==> config.mk <==
export PLATFORM = sky130hd
export DESIGN_NAME = sample_decimator
export DESIGN_NICKNAME = d
export VERILOG_FILES = /design/src/rtl/sample_decimator_pkg.sv /design/src/rtl/sample_decimator_cic_comb_stage.sv /design/src/rtl/sample_decimator.sv
export SDC_FILE = /design/constraint.sdc
export NUM_CORES = 1
export LEC_CHECK = 0
export CAP_MARGIN = 10
export CORE_UTILIZATION = 40
export DETAILED_ROUTE_END_ITERATION = 12
export SYNTH_ARGS = -nofsm -noshare
export SYNTH_HDL_FRONTEND = slang
export SYNTH_SLANG_ARGS = --single-unit
==> constraint.sdc <==
create_clock -name clk -period 7.8 [get_ports clk]
set_input_delay 0.78 -clock clk [delete_from_list [all_inputs] [get_ports clk]]
set_output_delay 0.78 -clock clk [all_outputs]
set_load 0.005 [all_outputs]
==> src/rtl/sample_decimator_pkg.sv <==
// rtl/sample_decimator_pkg.sv - shared audio types, limits and CIC width helper
package sample_decimator_pkg;

  typedef logic signed [15:0] sample_t;

  localparam sample_t SAMPLE_MAX = 16'sh7fff;
  localparam sample_t SAMPLE_MIN = 16'sh8000;

  // Bit growth of an ORDER-stage CIC at ratio 2^decim_log2 is order*decim_log2 bits
  function automatic int cic_acc_width(input int order, input int decim_log2);
    return 16 + order * decim_log2;
  endfunction

endpackage

==> src/rtl/sample_decimator_cic_comb_stage.sv <==
// rtl/sample_decimator_cic_comb_stage.sv - one token-gated CIC comb stage (x - x_prev)
module cic_comb_stage #(
  parameter int ACC_W = 28
) (
  input  logic             clk,
  input  logic             rst_n,
  input  logic [ACC_W-1:0] data_in,
  input  logic             tok_in,
  output logic [ACC_W-1:0] data_out,
  output logic             tok_out
);

  logic [ACC_W-1:0] prev;

  always_ff @(posedge clk or negedge rst_n) begin
    if (!rst_n) begin
      prev     <= '0;
      data_out <= '0;
      tok_out  <= 1'b0;
    end else begin
      tok_out <= tok_in;
      if (tok_in) begin
        data_out <= data_in - prev;
        prev     <= data_in;
      end
    end
  end

endmodule

==> src/rtl/sample_decimator.sv <==
// rtl/sample_decimator.sv - CIC decimator by 2^DECIM_LOG2 with gain normalization and clamp
// SAMPLE_DECIMATOR_ROUND_EN selects round-half-up normalization instead of floor.
module sample_decimator
  import sample_decimator_pkg::*;
#(
  parameter int ORDER      = 3,
  parameter int DECIM_LOG2 = 4
) (
  input  logic               clk,
  input  logic               rst_n,
  input  logic signed [15:0] sample_in,
  input  logic               sample_in_valid,
  output logic signed [15:0] sample_out,
  output logic               sample_out_valid
);

  localparam int ACC_W = cic_acc_width(ORDER, DECIM_LOG2);
  localparam int SHIFT = ORDER * DECIM_LOG2;

`ifdef SAMPLE_DECIMATOR_ROUND_EN
  localparam logic signed [ACC_W:0] ROUND_ADD = (ACC_W + 1)'(1) << (SHIFT - 1);
`else
  localparam logic signed [ACC_W:0] ROUND_ADD = '0;
`endif

  localparam logic signed [ACC_W:0] CLAMP_HI = (ACC_W + 1)'(SAMPLE_MAX);
  localparam logic signed [ACC_W:0] CLAMP_LO = (ACC_W + 1)'(SAMPLE_MIN);

  logic [ACC_W-1:0]      integ     [ORDER];
  logic [ACC_W-1:0]      integ_nxt [ORDER];
  logic [DECIM_LOG2-1:0] phase;
  logic                  dump_event;
  logic                  dump_pend;
  logic                  dump_tok;
  logic [ACC_W-1:0]      dump_reg;
  logic [ACC_W-1:0]      comb_data [ORDER+1];
  logic                  comb_tok  [ORDER+1];
  logic signed [ACC_W:0] biased;
  logic signed [ACC_W:0] shifted;
  sample_t               clamped;

  // Chained integrators: stage i's new value is x plus the sum of old stages 0..i
  always_comb begin
    logic [ACC_W-1:0] run;
    run = {{(ACC_W-16){sample_in[15]}}, sample_in};
    for (int i = 0; i < ORDER; i++) begin
      run          = run + integ[i];
      integ_nxt[i] = run;
    end
  end

  assign dump_event = sample_in_valid && (phase == '1);

  always_ff @(posedge clk or negedge rst_n) begin
    if (!rst_n) begin
      for (int i = 0; i < ORDER; i++) integ[i] <= '0;
      phase     <= '0;
      dump_pend <= 1'b0;
      dump_tok  <= 1'b0;
      dump_reg  <= '0;
    end else begin
      if (sample_in_valid) begin
        for (int i = 0; i < ORDER; i++) integ[i] <= integ_nxt[i];
        phase <= phase + 1'b1;
      end
      // Capture one cycle after the dump event so latency is independent of input spacing
      dump_pend <= dump_event;
      dump_tok  <= dump_pend;
      if (dump_pend) dump_reg <= integ[ORDER-1];
    end
  end

  assign comb_data[0] = dump_reg;
  assign comb_tok[0]  = dump_tok;

  for (genvar j = 0; j < ORDER; j++) begin : g_comb
    cic_comb_stage #(
      .ACC_W (ACC_W)
    ) u_comb (
      .clk      (clk),
      .rst_n    (rst_n),
      .data_in  (comb_data[j]),
      .tok_in   (comb_tok[j]),
      .data_out (comb_data[j+1]),
      .tok_out  (comb_tok[j+1])
    );
  end

  // One guard bit so the rounding offset cannot wrap the top of the range
  assign biased  = $signed({comb_data[ORDER][ACC_W-1], comb_data[ORDER]}) + ROUND_ADD;
  assign shifted = biased >>> SHIFT;

  always_comb begin
    if (shifted > CLAMP_HI)      clamped = SAMPLE_MAX;
    else if (shifted < CLAMP_LO) clamped = SAMPLE_MIN;
    else                         clamped = shifted[15:0];
  end

  always_ff @(posedge clk or negedge rst_n) begin
    if (!rst_n) begin
      sample_out       <= '0;
      sample_out_valid <= 1'b0;
    end else begin
      sample_out_valid <= comb_tok[ORDER];
      if (comb_tok[ORDER]) sample_out <= clamped;
    end
  end

endmodule

==> PnR_summary.wiki, run 1 <==
{| class="wikitable"
! Metric !! Value
|-
| Run status || completed
|-
| Clock buffer depth || 3
|-
| Total inserted antenna cells || 0
|-
| Fraction of the mapped netlist area in simple logic gates || 9.89%
|-
| Critical path buffers and inverters || 1
|-
| Endpoint kind of the worst setup timing path || register
|-
| Proportion of synthesized chip area in sequential cells || 40.7%
|-
| Top-area cell type share of the netlist area || 40.7%
|-
| Worst rel slew slack || 26.3%
|-
| Via count of the first global-routing pass || 12435
|-
| Worst r2r dst || integ[27]$_DFFE_PN0P_
|-
| Upper clock frequency limit || 149 MHz
|-
| Start of the worst register-to-register path || integ[56]$_DFFE_PN0P_
|-
| Highest-count cells in the layout ignoring fill and taps || 291 x sky130_fd_sc_hd__dfrtp_1, 174 x sky130_fd_sc_hd__mux2_2, 163 x sky130_fd_sc_hd__ha_1, 146 x sky130_fd_sc_hd__nand2_1, 119 x sky130_fd_sc_hd__a21oi_1
|-
| Number of H-tree levels || 2
|-
| R2r worst-path depth || 30
|-
| Sink count of the clock tree || 294
|-
| Setup slack, reg-to-reg || 1.43 ns
|-
| Compound-Gate Fraction of Synth Area || 16.6%
|-
| FF/Latch Area || around 7400 um^2
|-
| Fin crit share || around 86%
|-
| Netlist cell types || slightly above 60
|-
| Number of buffers added to fix hold violations after cts || 0
|-
| Avg Synthesized Cell Area || 10.0 um^2
|-
| Vias per cell || between 5 and 6
|-
| Layout area overhead || 12.1%
|-
| Most common flop cell mapped by yosys || sky130_fd_sc_hd__dfrtp_1
|-
| Largest regs || g_comb.u_comb.prev (84), integ (84), g_comb.u_comb.data_out (72)
|-
| Max-cap violation count || 0
|-
| DR DRC count || 0
|-
| # resized after CTS || 0
|-
| Die H || around 210 um
|-
| Placement Cell Area || 19000 um^2
|-
| Root buf cell || sky130_fd_sc_hd__clkbuf_16
|-
| Worst-path clk slew || 0.06 ns
|-
| Total clock buffers created by CTS || 34
|-
| Required time at the endpoint of the critical path || 8.22 ns
|-
| Flip-flop and latch count after synthesis || 294
|-
| Number of fill cells in the layout || 4115
|-
| Minimum clock period after layout || between 6 and 7 ns
|-
| Total negative setup slack || 0 ns
|-
| Layout cells sized above 1 || 13.6%
|-
| Drt pass-1 iters || 4
|-
| Share of the core filled with cells in the final layout || a little under half
|-
| Via count || 12621
|-
| Top area cells in the synthesized netlist || sky130_fd_sc_hd__dfrtp_1 41%, sky130_fd_sc_hd__ha_1 11%, sky130_fd_sc_hd__mux2_2 11%
|-
| Maximum number of pins on one net before global-route repair || 173
|-
| Dominant combinational cell family by area after synthesis || compound AO/OA/AOI/OAI gates
|-
| Standard-cell row count || 77
|-
| Number of top-level pins || 36
|-
| Wire length after detailed routing || 33000 um
|-
| Data arrival time at the worst-slack endpoint || 7.11 ns
|-
| Wire length of the first global-routing pass || 58300 um
|-
| Worst hold-check path type || in2async
|-
| Area leader, netlist || sky130_fd_sc_hd__dfrtp_1
|-
| Synthesized cell area || approximately 18000 um^2
|-
| Fin Clk Skew || 0.0217 ns
|-
| Initial core utilization || 40.7%
|-
| Nets || 2015
|-
| Max-slew violations || 0
|-
| Area of the multi-input gates || 10100 um^2
|-
| Worst slack on hold paths || 0.332 ns
|-
| Routed wire length per instance || approximately 14 um
|-
| Post-synthesis async set-or-reset flop share || 100%
|-
| Net count after synthesis || 1986
|-
| Leading cell type in the layout, fill and taps excluded || sky130_fd_sc_hd__dfrtp_1
|-
| RSZ-0062 raised after global routing || no
|-
| Most used cell, CP || sky130_fd_sc_hd__a21oi_1
|-
| Routability Congestion || slightly above 0.9
|-
| CP startpoint kind || input pin
|-
| Number of endpoints failing setup at the final stage || 0
|-
| Worst-path fanout max || 6
|-
| Global-route usage over all layers || 14.7%
|-
| Portion of netlist area occupied by mux cells || 11.1%
|-
| Initial antenna violation count || 0
|-
| Gate family responsible for the most delay along the worst path || compound AO/OA/AOI/OAI gates
|-
| Synth Area in XOR/XNOR || 6.44%
|-
| Overflow left after global routing || 0
|-
| Final design area excluding fillers || between 20000 and 25000 um^2
|-
| Initial detailed-routing violation count || 675
|-
| Post-DRT Antenna Nets || 0
|-
| Total core area || 44400 um^2
|-
| TritonCTS clock tree || built
|-
| Number of port buffers || 35
|-
| Buffers inserted by post-CTS timing repair || 0
|-
| Die outline area || 46000 um^2
|-
| Warning count from the yosys run || 0
|-
| Slowest cell on the critical path || sky130_fd_sc_hd__a2111oi_4
|-
| HPWL reported at the end of detailed placement || around 23000 um
|-
| Number of enable flip-flop cells after synthesis || 0
|-
| Critical path type || in2reg
|-
| Maximum single-stage delay on the critical path || ~0.43 ns
|-
| Source-to-sink clock delay at the later pin of the worst-skew pair || roughly 0.53 ns
|-
| Die outline width || between 200 and 250 um
|-
| Number of instances in the synthesized netlist || 1799
|-
| Final hold violation count || 0
|-
| Slew at the pin closest to its max-slew limit || 1.11 ns
|-
| Area share of fa/ha/maj cells after synthesis || between 10% and 20%
|}
==> worst register-to-register path, delay by kind of cell (launching register included) <==
| family | cells | cell delay [ns] |
|---|---|---|
| fa+ha+maj | 4 | 1.34 |
| flops | 1 | 0.37 |
| compound gates | 16 | 3.36 |
| xor+xnor | 4 | 0.57 |
| simple gates | 6 | 0.63 |
==> cell type report <==
type	count	share of cell area, %
Multi-Input combinational cell	1336	49.8
Sequential cell	294	36.3
Clock buffer	52	5.24
Tap cell	592	3.66
Inverter	122	2.26
Timing Repair Buffer	40	1.99
Clock inverter	8	0.717
==> stage by stage <==
stage,cells,setup slack (ns)
global route,2444,0.559
global placement,2384,0.666
detailed placement,2384,0.548
finish,2444,1.10
CTS,2444,1.08
floorplan,1799,1.65
==> worst max-delay path by stage <==
stage,depth (start not counted),endpoint,slack [ns],start
4_1_cts,31,integ[27]$_DFFE_PN0P_,1.08,sample_in[0]
5_1_grt,31,integ[27]$_DFFE_PN0P_,0.56,sample_in[0]
3_3_place_gp,31,integ[27]$_DFFE_PN0P_,0.67,sample_in[0]
3_5_place_dp,31,integ[27]$_DFFE_PN0P_,0.55,sample_in[0]
2_1_floorplan,30,integ[27]$_DFFE_PN0P_,1.65,sample_in[0]
6_report,31,integ[27]$_DFFE_PN0P_,1.10,sample_in[0]
==> per-layer routing <==
layer | vias up | wire [um] | track usage (%)
met5 | - | 0 | 0
met4 | 0 | 1000 | 5.57
met3 | 79 | 942 | 2.24
met2 | 167 | 15100 | 24.6
met1 | 5894 | 16000 | 19.1
li1 | 6481 | - | -
==> cells in the mapped netlist, types with 4 or more instances <==
cell type	number
sky130_fd_sc_hd__dfrtp_1	294
sky130_fd_sc_hd__mux2_2	174
sky130_fd_sc_hd__ha_1	163
sky130_fd_sc_hd__nand2_1	146
sky130_fd_sc_hd__a21oi_1	119
sky130_fd_sc_hd__inv_1	118
sky130_fd_sc_hd__o21ai_0	118
sky130_fd_sc_hd__xnor2_1	98
sky130_fd_sc_hd__a21o_1	71
sky130_fd_sc_hd__nor2_1	71
sky130_fd_sc_hd__clkbuf_1	46
sky130_fd_sc_hd__xor2_1	35
sky130_fd_sc_hd__nand3_1	31
sky130_fd_sc_hd__nor3_1	29
sky130_fd_sc_hd__o21ai_1	28
sky130_fd_sc_hd__nand2b_1	24
sky130_fd_sc_hd__nor2b_1	22
sky130_fd_sc_hd__o21bai_1	18
sky130_fd_sc_hd__o21a_1	17
sky130_fd_sc_hd__a31oi_1	15
sky130_fd_sc_hd__and3_1	15
sky130_fd_sc_hd__a211oi_1	13
sky130_fd_sc_hd__o211ai_1	12
sky130_fd_sc_hd__a21boi_1	9
sky130_fd_sc_hd__nand4_1	9
sky130_fd_sc_hd__or3_1	7
sky130_fd_sc_hd__a211o_1	6
sky130_fd_sc_hd__and2_1	6
sky130_fd_sc_hd__o31ai_1	6
sky130_fd_sc_hd__a31o_1	5
sky130_fd_sc_hd__fa_1	5
sky130_fd_sc_hd__and4_1	4
sky130_fd_sc_hd__mux2i_1	4
sky130_fd_sc_hd__nand3b_1	4
sky130_fd_sc_hd__o2111ai_1	4
sky130_fd_sc_hd__o211a_1	4
sky130_fd_sc_hd__o22ai_1	4
sky130_fd_sc_hd__or4_1	4
==> cell families (layout without fill, tap and decap cells) <==
logic type	count (synthesis)	after routing
compound gates	476	476
xor+xnor	133	133
fa+ha+maj	168	168
buf+inv	169	222
flops	294	294
mux	178	178
simple gates	381	381
Power of run 1 is left out: the tool's default activity adds up to more than one toggle a clock period on the data nets, which glitch-free logic cannot reach.
==> inputs of run 2 (changes only) <==
--- a/config.mk
+++ b/config.mk
@@ -6,8 +6,12 @@
 export NUM_CORES = 1
 export LEC_CHECK = 0
 export CAP_MARGIN = 10
+export CELL_PAD_IN_SITES_DETAIL_PLACEMENT = 2
+export CELL_PAD_IN_SITES_GLOBAL_PLACEMENT = 2
 export CORE_UTILIZATION = 40
 export DETAILED_ROUTE_END_ITERATION = 12
+export PLACE_DENSITY_LB_ADDON = 0.1
+export SETUP_SLACK_MARGIN = 0.4
 export SYNTH_ARGS = -nofsm -noshare
 export SYNTH_HDL_FRONTEND = slang
 export SYNTH_SLANG_ARGS = --single-unit
==> run 2 against run 1 <==
Against the previous run: sequential share of layout area fell by 0.50 points; setup slack got worse by 0.073 ns; sequential cell count did not move; cell area rose by 1.4%; global-route usage rose by 5.1 points; final cell count rose by 0.49%; fmax fell by 1.1%; worst hold slack got worse by 0.11 ns; clock skew fell by 0.0091 ns; critical path type unchanged; critical endpoint unchanged.
==> PnR_summary.wiki, run 2 (same netlist as run 1, synthesis figures left out) <==
{| class="wikitable"
! Metric !! Value
|-
| Leading cell type in the layout, fill and taps excluded || sky130_fd_sc_hd__dfrtp_1
|-
| Source-to-sink clock delay at the later pin of the worst-skew pair || 0.55 ns (+0.02 ns)
|-
| Nets || 2021 (+0.30%)
|-
| Total core area || 44400 um^2 (unchanged)
|-
| Layout cells sized above 1 || 14.5% (+0.88 points)
|-
| Max-cap violation count || 0 (unchanged)
|-
| Routability Congestion || 0.874 (-6.0%)
|-
| Initial core utilization || 40.7% (unchanged)
|-
| Worst-path fanout max || 6 (unchanged)
|-
| Via count of the first global-routing pass || 15295 (+23%)
|-
| Overflow left after global routing || 0 (unchanged)
|-
| RSZ-0062 raised after global routing || no
|-
| Vias per cell || 5.45 (+5.6%)
|-
| Clock buffer depth || 3 (unchanged)
|-
| Slowest cell on the critical path || sky130_fd_sc_hd__fa_1
|-
| Post-DRT Antenna Nets || 0 (unchanged)
|-
| Final hold violation count || 0 (unchanged)
|-
| Number of buffers added to fix hold violations after cts || 0 (unchanged)
|-
| Standard-cell row count || 77 (unchanged)
|-
| Total clock buffers created by CTS || 38 (+12%)
|-
| Die outline area || 46000 um^2 (unchanged)
|-
| Number of H-tree levels || 2 (unchanged)
|-
| DR DRC count || 0 (unchanged)
|-
| Die H || 215 um (unchanged)
|-
| Required time at the endpoint of the critical path || 8.24 ns (+0.02 ns)
|-
| Worst-path clk slew || 0.06 ns (about the same)
|-
| Slew at the pin closest to its max-slew limit || 1.11 ns (+0.00781 ns)
|-
| TritonCTS clock tree || built
|-
| Run status || completed
|-
| Global-route usage over all layers || 19.8% (+5.1 points)
|-
| Number of top-level pins || 36 (unchanged)
|-
| Wire length after detailed routing || 43700 um (+32%)
|-
| Buffers inserted by post-CTS timing repair || 0 (unchanged)
|-
| Largest regs || g_comb.u_comb.prev (84), integ (84), g_comb.u_comb.data_out (72)
|-
| Via count || 13389 (+6.1%)
|-
| Root buf cell || sky130_fd_sc_hd__clkbuf_16
|-
| Worst hold-check path type || in2async
|-
| Fin crit share || 86.8% (+0.94 points)
|-
| Layout area overhead || 13.6%
|-
| Sink count of the clock tree || 294 (unchanged)
|-
| Maximum number of pins on one net before global-route repair || 150 (-13%)
|-
| Die outline width || 215 um (unchanged)
|-
| Fin Clk Skew || 0.0126 ns (-0.00911 ns)
|-
| Wire length of the first global-routing pass || 76000 um (+30%)
|-
| Endpoint kind of the worst setup timing path || register
|-
| Highest-count cells in the layout ignoring fill and taps || 291 x sky130_fd_sc_hd__dfrtp_1, 174 x sky130_fd_sc_hd__mux2_2, 163 x sky130_fd_sc_hd__ha_1, 146 x sky130_fd_sc_hd__nand2_1, 119 x sky130_fd_sc_hd__a21oi_1
|-
| Minimum clock period after layout || 6.77 ns (+0.0735 ns)
|-
| Number of endpoints failing setup at the final stage || 0 (unchanged)
|-
| Data arrival time at the worst-slack endpoint || 7.21 ns (+0.10 ns)
|-
| Total negative setup slack || 0 ns (unchanged)
|-
| Drt pass-1 iters || 4 (unchanged)
|-
| Routed wire length per instance || 17.8 um (+32%)
|-
| CP startpoint kind || input pin
|-
| HPWL reported at the end of detailed placement || 30800 um (+32%)
|-
| Critical path type || in2reg
|-
| Worst rel slew slack || 25.8% (-0.52 points)
|-
| Maximum single-stage delay on the critical path || 0.42 ns (about the same)
|-
| Initial detailed-routing violation count || 353 (-48%)
|-
| Most used cell, CP || sky130_fd_sc_hd__a21oi_1
|-
| Number of port buffers || 35 (unchanged)
|-
| Total inserted antenna cells || 0 (unchanged)
|-
| Max-slew violations || 0 (unchanged)
|-
| Upper clock frequency limit || 148 MHz (-1.1%)
|-
| # resized after CTS || 0 (unchanged)
|-
| Number of fill cells in the layout || 4648 (+13%)
|-
| Initial antenna violation count || 0 (unchanged)
|}
run 2: cell count changes in the layout (fill, tap and decap cells not counted), sizes merged:
| cell | previous run | this run |
|---|---|---|
| clkinvlp | 2 | 4 |
| buf | 7 | 9 |
| clkbuf | 52 | 51 |
| clkinv | 3 | 7 |
| bufinv | 4 | 8 |
| inv | 121 | 122 |
run 2: layer usage:
layer,wire length (um),up-vias,GRT usage (%)
li1,-,6480,-
met1,19200,6711,23.3
met2,22400,118,36.6
met3,930,80,2.57
met4,1210,0,7.00
met5,0,-,0
run 2: final timing paths:
check	startpoint	to	slack, ns	cells after the start
max	sample_in[0]	integ[27]$_DFFE_PN0P_	1.03	31
min	rst_n	g_comb[2].u_comb.prev[1]$_DFFE_PN0P_	0.22	1
max reg2reg	integ[56]$_DFFE_PN0P_	integ[27]$_DFFE_PN0P_	1.29	30
min reg2reg	integ[27]$_DFFE_PN0P_	integ[27]$_DFFE_PN0P_	0.48	1
max in group asynchronous	rst_n	g_comb[0].u_comb.tok_out$_DFF_PN0_	6.14	2
min in group clk	integ[27]$_DFFE_PN0P_	integ[27]$_DFFE_PN0P_	0.48	1
run 2: final cells by class:
type	instances	area, um^2	share of cell area [%]
clock inverters	19	324	1.58
well taps	592	741	3.61
inverters	122	458	2.23
clock buffers	51	1150	5.62
flip-flops and latches	294	7360	35.8
repair buffers	42	418	2.03
multi-input cells	1336	10100	49.1
run 2: stage by stage:
step / utilization [%] / hold WS (ns) / instance area (um^2) / setup WS, ns / std cells
floorplan: - / 0.352 / 18100 / 1.65 / 1799
global placement: 42.9 / 0.460 / 19100 / 0.641 / 2386
detailed placement: 42.9 / 0.470 / 19100 / 0.491 / 2386
CTS: 46.2 / 0.232 / 20500 / 1.03 / 2456
global route: 46.2 / 0.277 / 20500 / 0.476 / 2456
finish: 46.2 / 0.224 / 20500 / 1.03 / 2456
run 2: worst max-delay path, delay by kind of cell:
family	cells	cell delay [ns]
compound gates	16	3.35
xor+xnor	4	0.59
fa+ha+maj	4	1.39
buf+inv	1	0.40
simple gates	6	0.69
Power of run 2 is left out for the same reason.
